`src/rtl/fifo_wptr_full_pkg.sv`:
```
// Shared definitions for the async FIFO write-side pointer logic.
package fifo_wptr_full_pkg;

  localparam int DEF_ADDR_W    = 4;
  localparam int DEF_AF_MARGIN = 2;

  // Registered write-side status flags
  typedef struct packed {
    logic full;
    logic almost_full;
    logic overflow;
  } wstat_t;

  // Fill level at which almost-full trips
  function automatic int af_level(input int addr_w, input int margin);
    return (1 << addr_w) - margin;
  endfunction

endpackage

```
`src/rtl/fifo_wptr_full_if.sv`:
```
// Write-side bundle: producer handshake, synced read pointer, RAM port and status.
interface fifo_wptr_full_if
  import fifo_wptr_full_pkg::*;
#(
  parameter int ADDR_W = DEF_ADDR_W
);
  logic              winc;
  logic [ADDR_W:0]   rptr_sync;
  logic              wen;
  logic [ADDR_W-1:0] waddr;
  logic [ADDR_W:0]   wptr_gray;
  logic              wfull;
  logic              walmost_full;
  logic [ADDR_W:0]   wcount;
  logic              woverflow;

  modport master (
    output winc, rptr_sync,
    input  wen, waddr, wptr_gray, wfull, walmost_full, wcount, woverflow
  );

  modport slave (
    input  winc, rptr_sync,
    output wen, waddr, wptr_gray, wfull, walmost_full, wcount, woverflow
  );
endinterface

```
`src/rtl/fifo_wptr_full_gray_to_bin.sv`:
```
// Combinational Gray-to-binary converter; each bit is the XOR of all Gray bits at or above it.
module gray_to_bin #(
  parameter int W = 5
) (
  input  logic [W-1:0] gray,
  output logic [W-1:0] bin
);
  for (genvar i = 0; i < W; i++) begin : g_bit
    assign bin[i] = ^gray[W-1:i];
  end
endmodule

```
`src/rtl/fifo_wptr_full.sv`:
```
// Write-domain pointer, RAM address and full/almost-full/count/overflow generator.
module fifo_wptr_full
  import fifo_wptr_full_pkg::*;
#(
  parameter int ADDR_W    = DEF_ADDR_W,
  parameter int AF_MARGIN = DEF_AF_MARGIN
) (
  input  logic              gen_clk,
  input  logic              reset,
  fifo_wptr_full_if.slave   wif
);
  localparam int PTR_W = ADDR_W + 1;
  localparam logic [ADDR_W:0] AF_LVL = PTR_W'(af_level(ADDR_W, AF_MARGIN));

  logic [ADDR_W:0] wbin, wgray, wcnt;
  logic [ADDR_W:0] wbin_next, wgray_next, fill_next;
  logic [ADDR_W:0] rbin, rfull_gray;
  wstat_t          stat;

  gray_to_bin #(.W(PTR_W)) u_rg2b (
    .gray (wif.rptr_sync),
    .bin  (rbin)
  );

  // A write is accepted only while not full; the write pointer and RAM
  // enable both key off the same registered full flag.
  assign wif.wen    = wif.winc & ~stat.full;
  assign wbin_next  = wbin + PTR_W'(wif.wen);
  assign wgray_next = wbin_next ^ (wbin_next >> 1);
  assign fill_next  = wbin_next - rbin;
  // Write pointer equals read pointer with the top two Gray bits inverted
  // exactly when the write side is one full lap ahead.
  assign rfull_gray = {~wif.rptr_sync[ADDR_W:ADDR_W-1], wif.rptr_sync[ADDR_W-2:0]};

  // Pointer and status registers; flags use next-state values so full
  // lands on the same edge as the filling write.
  always_ff @(posedge gen_clk) begin
    if (!reset) begin
      wbin  <= '0;
      wgray <= '0;
      wcnt  <= '0;
      stat  <= '0;
    end else begin
      wbin             <= wbin_next;
      wgray            <= wgray_next;
      wcnt             <= fill_next;
      stat.full        <= (wgray_next == rfull_gray);
      stat.almost_full <= (fill_next >= AF_LVL);
      stat.overflow    <= stat.overflow | (wif.winc & stat.full);
    end
  end

  // Gray pointer leaves straight from its flop for the cross-domain sampler.
  assign wif.waddr        = wbin[ADDR_W-1:0];
  assign wif.wptr_gray    = wgray;
  assign wif.wcount       = wcnt;
  assign wif.wfull        = stat.full;
  assign wif.walmost_full = stat.almost_full;
  assign wif.woverflow    = stat.overflow;
endmodule
```
`src/flat_wrapper.sv`:
```
// flat-port wrapper written by rule: the top's interface ports become plain ports
module fifo_wptr_full_flat import fifo_wptr_full_pkg::*;
#(
  parameter int ADDR_W    = DEF_ADDR_W,
  parameter int AF_MARGIN = DEF_AF_MARGIN
)
  (gen_clk, reset, wif_winc, wif_rptr_sync, wif_wen, wif_waddr, wif_wptr_gray, wif_wfull, wif_walmost_full, wif_wcount, wif_woverflow);
  fifo_wptr_full_if #(.ADDR_W(ADDR_W)) wif_i ();
  input  logic gen_clk;
  input  logic reset;
  input wire logic [$bits(wif_i.winc)-1:0] wif_winc;
  input wire logic [$bits(wif_i.rptr_sync)-1:0] wif_rptr_sync;
  output wire logic [$bits(wif_i.wen)-1:0] wif_wen;
  output wire logic [$bits(wif_i.waddr)-1:0] wif_waddr;
  output wire logic [$bits(wif_i.wptr_gray)-1:0] wif_wptr_gray;
  output wire logic [$bits(wif_i.wfull)-1:0] wif_wfull;
  output wire logic [$bits(wif_i.walmost_full)-1:0] wif_walmost_full;
  output wire logic [$bits(wif_i.wcount)-1:0] wif_wcount;
  output wire logic [$bits(wif_i.woverflow)-1:0] wif_woverflow;
  assign wif_i.winc = wif_winc;
  assign wif_i.rptr_sync = wif_rptr_sync;
  assign wif_wen = wif_i.wen;
  assign wif_waddr = wif_i.waddr;
  assign wif_wptr_gray = wif_i.wptr_gray;
  assign wif_wfull = wif_i.wfull;
  assign wif_walmost_full = wif_i.walmost_full;
  assign wif_wcount = wif_i.wcount;
  assign wif_woverflow = wif_i.woverflow;
  fifo_wptr_full #(.ADDR_W(ADDR_W), .AF_MARGIN(AF_MARGIN)) u_core (.gen_clk(gen_clk), .reset(reset), .wif(wif_i));
endmodule
```
`config.mk`:
```
export PLATFORM = sky130hd
export DESIGN_NAME = fifo_wptr_full_flat
export DESIGN_NICKNAME = d
export VERILOG_FILES = /design/src/rtl/fifo_wptr_full_pkg.sv /design/src/rtl/fifo_wptr_full_if.sv /design/src/rtl/fifo_wptr_full_gray_to_bin.sv /design/src/rtl/fifo_wptr_full.sv /design/src/flat_wrapper.sv
export SDC_FILE = /design/constraint.sdc
export NUM_CORES = 1
export LEC_CHECK = 0
export BUFFER_PORTS_ARGS = -buffer_cell sky130_fd_sc_hd__buf_4
export CAP_MARGIN = 30
export CORE_UTILIZATION = 53
export DETAILED_ROUTE_END_ITERATION = 6
export GPL_TIMING_DRIVEN = 0
export PLACE_DENSITY_LB_ADDON = 0.25
export SYNTH_ARGS = -nofsm -noshare
export SYNTH_HDL_FRONTEND = slang
export SYNTH_HIERARCHICAL = 1
export SYNTH_SLANG_ARGS = --single-unit
```
`constraint.sdc`:
```
create_clock -name gen_clk -period 3.8 [get_ports gen_clk]
set_input_delay 0.76 -clock gen_clk [delete_from_list [all_inputs] [get_ports gen_clk]]
set_output_delay 0.76 -clock gen_clk [all_outputs]
set_load 0.005 [all_outputs]
```
==> impl_metrics.json, run 1 <==
{
  "arrival_ns": 3.01,
  "end_kind": "flop",
  "rsz0062_at_grt": "no",
  "endpoint": "u_core/wif.walmost_full",
  "slew_violations": 0,
  "areaGrowthSynthToFinish_pct": 26.0,
  "layout_commonest_cell": "buf_4",
  "synth_xor_area_share_pct": 26.3,
  "die_h_um": 43.2,
  "synth_cell_types": 26,
  "post_cts_buffers": 0,
  "synthAdderAreaFrac_pct": 10.6,
  "synthMuxAreaShare_pct": 0,
  "cts.sinks": 17,
  "htree_levels": 1,
  "clockBufferDepth": 2,
  "wl_per_cell_um": 11.3,
  "drive_gt1_share_pct": 32.4,
  "final_antenna_net_count": 0,
  "drc": 0,
  "syn_avg_cell_area_um2": 11.0,
  "core.rowCount": 14,
  "start_util_pct": 58.4,
  "cap_violations": 0,
  "synth_compound_area_share_pct": 4.86,
  "path_clk_slew_ns": 0.10,
  "reg2reg_to": "u_core/wif.walmost_full",
  "globalplace.congestion": 0.773,
  "cp.required_ns": 3.98,
  "yosysSeqAreaShare_pct": 37.8,
  "place_inst": 123,
  "track_usage_pct": 18.1,
  "ys_ff_latch": 17,
  "start_kind": "primary input",
  "fmax_mhz": 353,
  "vias": 613,
  "dr.max_layer_used": "met4",
  "cts_resized": 0,
  "clock_skew_ns": 0.00755,
  "final.period_utilization_pct": 74.5,
  "synth_top_family_by_area": "XOR/XNOR gates",
  "cts_hold_buf": 0,
  "grt_pass1_vias": 602,
  "timing.final.hold_violations": 0,
  "worstMarginPinSlew_ns": 0.352,
  "vdd_drop_max_uv": 205,
  "r2r_cells": 10,
  "die_width_um": 43.2,
  "reg2reg_slack_ns": 1.32,
  "fin_setup_tns_ns": 0,
  "numPortBuffers": 25,
  "nFillCells": 118,
  "seqCellArea_um2": 340,
  "ios": 26,
  "cts_tree": "done",
  "yosysWarnings": 6,
  "grt_max_degree": 11,
  "p_leak_nw": 0.551,
  "drt-met1-wl_um": 663,
  "dr_wl_met3_um": 78,
  "place_hpwl_um": 1180,
  "syn_nets": 97,
  "min_period_ns": 2.83,
  "drt_iter0_drc": 4,
  "diodes": 0,
  "drt_wl_total_um": 1440,
  "status": "complete, no violations",
  "stdcell_count": 127,
  "setup_viol": 0,
  "design.core.area_mm2": 0.00154,
  "report.power.total_w": 0.000449,
  "drtPass1Iterations": 5,
  "hold_slack_ns": 0.496,
  "crit_start": "wif_rptr_sync[4]",
  "netlist_area_um2": 901,
  "syn_inst": 82,
  "crit_type": "in -> reg",
  "min_path_type": "reg -> reg",
  "layout_common_cells": "buf_4, dfxtp_1, xnor2_1",
  "nNetsFinal": 127,
  "synthSimpleGateAreaFrac_pct": 16.4,
  "antenna_found_initial": 0,
  "cts-root-buf": "clkbuf_4",
  "p_per_area_mw_per_mm2": 396,
  "grt_pass1_wl_um": 2470,
  "maxSlewHeadroom_pct": 76.5,
  "die-area_mm2": 0.00187,
  "clkLatencyLatePin_ns": 0.28,
  "met2_length_um": 686,
  "path_max_fanout": 4,
  "r2r_start": "u_core/wif.wfull",
  "multi_input_area_um2": 523,
  "routed_via_density": 4.83,
  "cts_made_buffers": 3,
  "grt-ovfl-total": 0
}
-- worst min path at each step --
stage / startpoint / endpoint / slack [ns] / cells after the start
2_1_floorplan: u_core/wif.woverflow / u_core/wif.woverflow / 0.48 / 2
4_1_cts: u_core/wif.woverflow / u_core/wif.woverflow / 0.51 / 2
5_1_grt: u_core/wif.woverflow / u_core/wif.woverflow / 0.56 / 2
3_5_place_dp: u_core/wif.woverflow / u_core/wif.woverflow / 0.48 / 2
3_3_place_gp: u_core/wif.woverflow / u_core/wif.woverflow / 0.47 / 2
6_report: u_core/wif.woverflow / u_core/wif.woverflow / 0.50 / 2
-- logic make-up after synthesis --
group,after synthesis
xor+xnor,20
simple gates,23
fa+ha+maj,7
compound gates,6
buf+inv,9
flops,17
-- cells in the mapped netlist (all sizes together) --
library cell	instances	area [um^2]
xnor2	12	105
or3	1	6.26
nand2b	1	6.26
xor2	6	86.3
nand4	1	6.26
and2b	1	8.76
inv	7	26.3
xnor3	2	45.0
o2bb2ai	1	8.76
ha	6	75.1
dfxtp	17	340
and2	10	65.1
nand3	3	20.0
a31o	1	8.76
clkbuf	1	3.75
nor2b	5	31.3
a21o	1	7.51
buf	1	7.51
fa	1	20.0
nor2	1	3.75
a21oi	3	18.8
-- power by group --
group / internal (W) / switching [W]
sequential: 0.000200 / 0.00000657
clock: 0.0000406 / 0.0000503
combinational: 0.0000864 / 0.0000651
total: 0.000327 / 0.000122
-- stage by stage --
stage	area (um^2)	util (%)	setup WS, ns
detailed placement	1110	71.9	0.688
CTS	1130	73.6	0.989
global route	1130	73.6	0.885
finish	1130	73.6	0.970
global placement	1110	71.9	0.707
floorplan	901	-	0.991
-- cell type report --
cell class                 instances  area share, %
buffer                             2          0.992
clock buffer                       4           2.32
sequential                        17           30.0
tap                               16           1.76
timing repair buffer              25           16.5
multi-input combinational         56           46.1
inverter                           7           2.32
-- state kept, by name, indices dropped and copies added, names as in the netlist --
name	flops
u_core/wif.walmost_full	1
u_core/wif.wfull	1
u_core/wbin	5
u_core/wif.wptr_gray	4
u_core/wif.wcount	5
u_core/wif.woverflow	1
-- critical path, cell delays in order --
cell       delay (ns)
buf_4            0.13
xor2_2           0.30
xnor3_1          0.40
ha_1             0.23
fa_1             0.40
nand2b_1         0.16
o2bb2ai_1        0.13
xnor3_1          0.17
and2_4           0.17
a31o_1           0.17
-- routing by layer --
metal / vias to the layer above / track usage, %
met1: 277 / 22.6
met4: 0 / 7.27
li1: 316 / -
met2: 18 / 30.7
met3: 2 / 2.98
met5: - / 0
Note: power is estimated with default switching activity, not from simulation.
==> run 2: changes to the inputs <==
CORE_UTILIZATION = 45   (was 53)
clock period = 2.6 ns   (was 3.8 ns; I/O delays follow)
==> run 2 against run 1 <==
Largest cell class unchanged. Wire length increased by 3.5%. Design area increased by 3.0%. Clock skew shrank 0.0044 ns. Critical path depth increased by 1. Sequential share of layout area decreased by 0.87 points.
==> impl_metrics.json, run 2 (same netlist as run 1, synthesis figures left out) <==
{
  "nFillCells": 164,
  "power_switching_share_pct": 27.9,
  "final_antenna_net_count": 0,
  "cts_hold_buf": 0,
  "drt_iter0_drc": 7,
  "endpoint": "u_core/wif.walmost_full",
  "p_int_w": 0.000481,
  "worstMarginPinSlew_ns": 0.325,
  "reg2reg_slack_ns": 0.14,
  "start_kind": "primary input",
  "fin_setup_tns_ns": 0,
  "ios": 26,
  "grt_pass1_wl_um": 2420,
  "min_path_type": "in -> reg",
  "drive_gt1_share_pct": 32.4,
  "end_kind": "flop",
  "layout_common_cells": "buf_4, dfxtp_1, xnor2_1",
  "diodes": 0,
  "r2r_cells": 10,
  "crit_chain": "buf_4 > nor2b_1 > ha_1 > ha_1 > inv_1 > fa_1 > nand2b_1 > o2bb2ai_1 > xnor3_1 > and2_4 > a31o_1",
  "core.rowCount": 15,
  "cts_made_buffers": 3,
  "design.core.area_mm2": 0.00180,
  "p_clk_share_pct": 20.5,
  "crit_type": "in -> reg",
  "report.power.total_w": 0.000667,
  "grt-ovfl-total": 0,
  "p_leak_nw": 0.555,
  "die_h_um": 46.7,
  "timing.critical_path.mode_cell": "ha_1",
  "start_util_pct": 50.0,
  "cp_slowest_cell": "fa_1",
  "status": "complete, no violations",
  "maxSlewHeadroom_pct": 78.4,
  "path_max_fanout": 4,
  "vdd_drop_max_uv": 402,
  "drc": 0,
  "numPortBuffers": 25,
  "globalplace.congestion": 0.749,
  "htree_levels": 1,
  "crit_path_max_incr_delay_ns": 0.43,
  "place_inst": 132,
  "setup_viol": 0,
  "routed_via_density": 4.68,
  "layout_commonest_cell": "buf_4",
  "switchingPower_w": 0.000186,
  "p_comb_share_pct": 34.2,
  "cts_tree": "done",
  "post_cts_buffers": 0,
  "seqPwrFrac_pct": 45.3,
  "drt_wl_total_um": 1490,
  "place_hpwl_um": 1200,
  "grt_pass1_vias": 579,
  "min_period_ns": 2.52,
  "r2r_start": "u_core/wif.wfull",
  "antenna_found_initial": 0,
  "vias": 636,
  "clkLatencyLatePin_ns": 0.29,
  "cts.sinks": 17,
  "fin_util_pct": 64.9,
  "die-area_mm2": 0.00218,
  "slew_violations": 0,
  "crit_start": "wif_winc",
  "wl_per_cell_um": 11.0,
  "clock_skew_ns": 0.00313,
  "p_per_area_mw_per_mm2": 571,
  "stdcell_count": 136,
  "track_usage_pct": 16.4,
  "fmax_mhz": 396,
  "dp_slack_ns": -0.283,
  "cap_violations": 0,
  "rsz0062_at_grt": "no",
  "final.period_utilization_pct": 97.0,
  "reg2reg_to": "u_core/wif.walmost_full",
  "grt_max_degree": 11,
  "areaGrowthSynthToFinish_pct": 29.7,
  "cp.required_ns": 2.78,
  "cts-root-buf": "clkbuf_4",
  "timing.final.hold_violations": 0,
  "path_clk_slew_ns": 0.09,
  "arrival_ns": 2.71,
  "drtPass1Iterations": 3,
  "worst_slack_ns": 0.0776,
  "die_width_um": 46.7,
  "nNetsFinal": 127,
  "clockBufferDepth": 2
}
==> run 2: timing repair <==
| action | CTS | global route |
|---|---|---|
| endpoints found under the setup margin | 0 | 1 |
| resized for setup | 0 | 2 |
| endpoints found under the hold margin | 0 | 0 |
==> run 2: how the worst min path moves through the flow <==
| stage | cells after the start | slack (ns) | start | end |
|---|---|---|---|---|
| final | 3 | 0.48 | wif_winc | u_core/wif.woverflow |
| after global routing | 2 | 0.50 | reset | u_core/wif.wptr_gray[0] |
| after CTS | 3 | 0.48 | wif_winc | u_core/wif.woverflow |
| after detailed placement | 2 | 0.48 | u_core/wif.woverflow | u_core/wif.woverflow |
| after global placement | 2 | 0.47 | u_core/wif.woverflow | u_core/wif.woverflow |
| after floorplan | 2 | 0.48 | u_core/wif.woverflow | u_core/wif.woverflow |
==> run 2: per-layer routing <==
metal / up-vias / track usage [%] / wire (um)
li1: 317 / - / -
met1: 296 / 20.7 / 711
met2: 19 / 26.4 / 697
met3: 4 / 3.46 / 60
met4: 0 / 8.57 / 23
met5: - / 0 / 0
==> run 2: cell type report <==
class	instances	area [um^2]	area share, %
Timing Repair Buffer	25	188	16.1
Sequential cell	17	340	29.1
Multi-Input combinational cell	56	546	46.7
Buffer	2	11.3	0.964
Clock buffer	4	26.3	2.25
Inverter	7	26.3	2.25
Tap cell	25	31.3	2.68
==> run 2: critical path: cells and delay by family <==
| kind | cells | cell delay (ns) |
|---|---|---|
| and+or+nand+nor | 3 | 0.46 |
| xor gates and xnor gates | 1 | 0.17 |
| adders and majority gates | 3 | 1.02 |
| buffers and inverters | 2 | 0.21 |
| AOI/OAI and AO/OA | 2 | 0.31 |
==> run 2: metrics by stage <==
stage | cell area [um^2] | hold WS (ns)
finish | 1170 | 0.482
global route | 1170 | 0.503
CTS | 1150 | 0.477
detailed placement | 1120 | 0.482
global placement | 1120 | 0.473
floorplan | 901 | 0.482
==> run 2: power groups by stage <==
stage	clock network [W]	logic (W)	registers [W]
after detailed placement	0	0.000225	0.000309
after global placement	0	0.000220	0.000308
after floorplan	0	0.000133	0.000314
final	0.000137	0.000228	0.000302
after CTS	0.000144	0.000226	0.000303
after global routing	0.000157	0.000253	0.000307
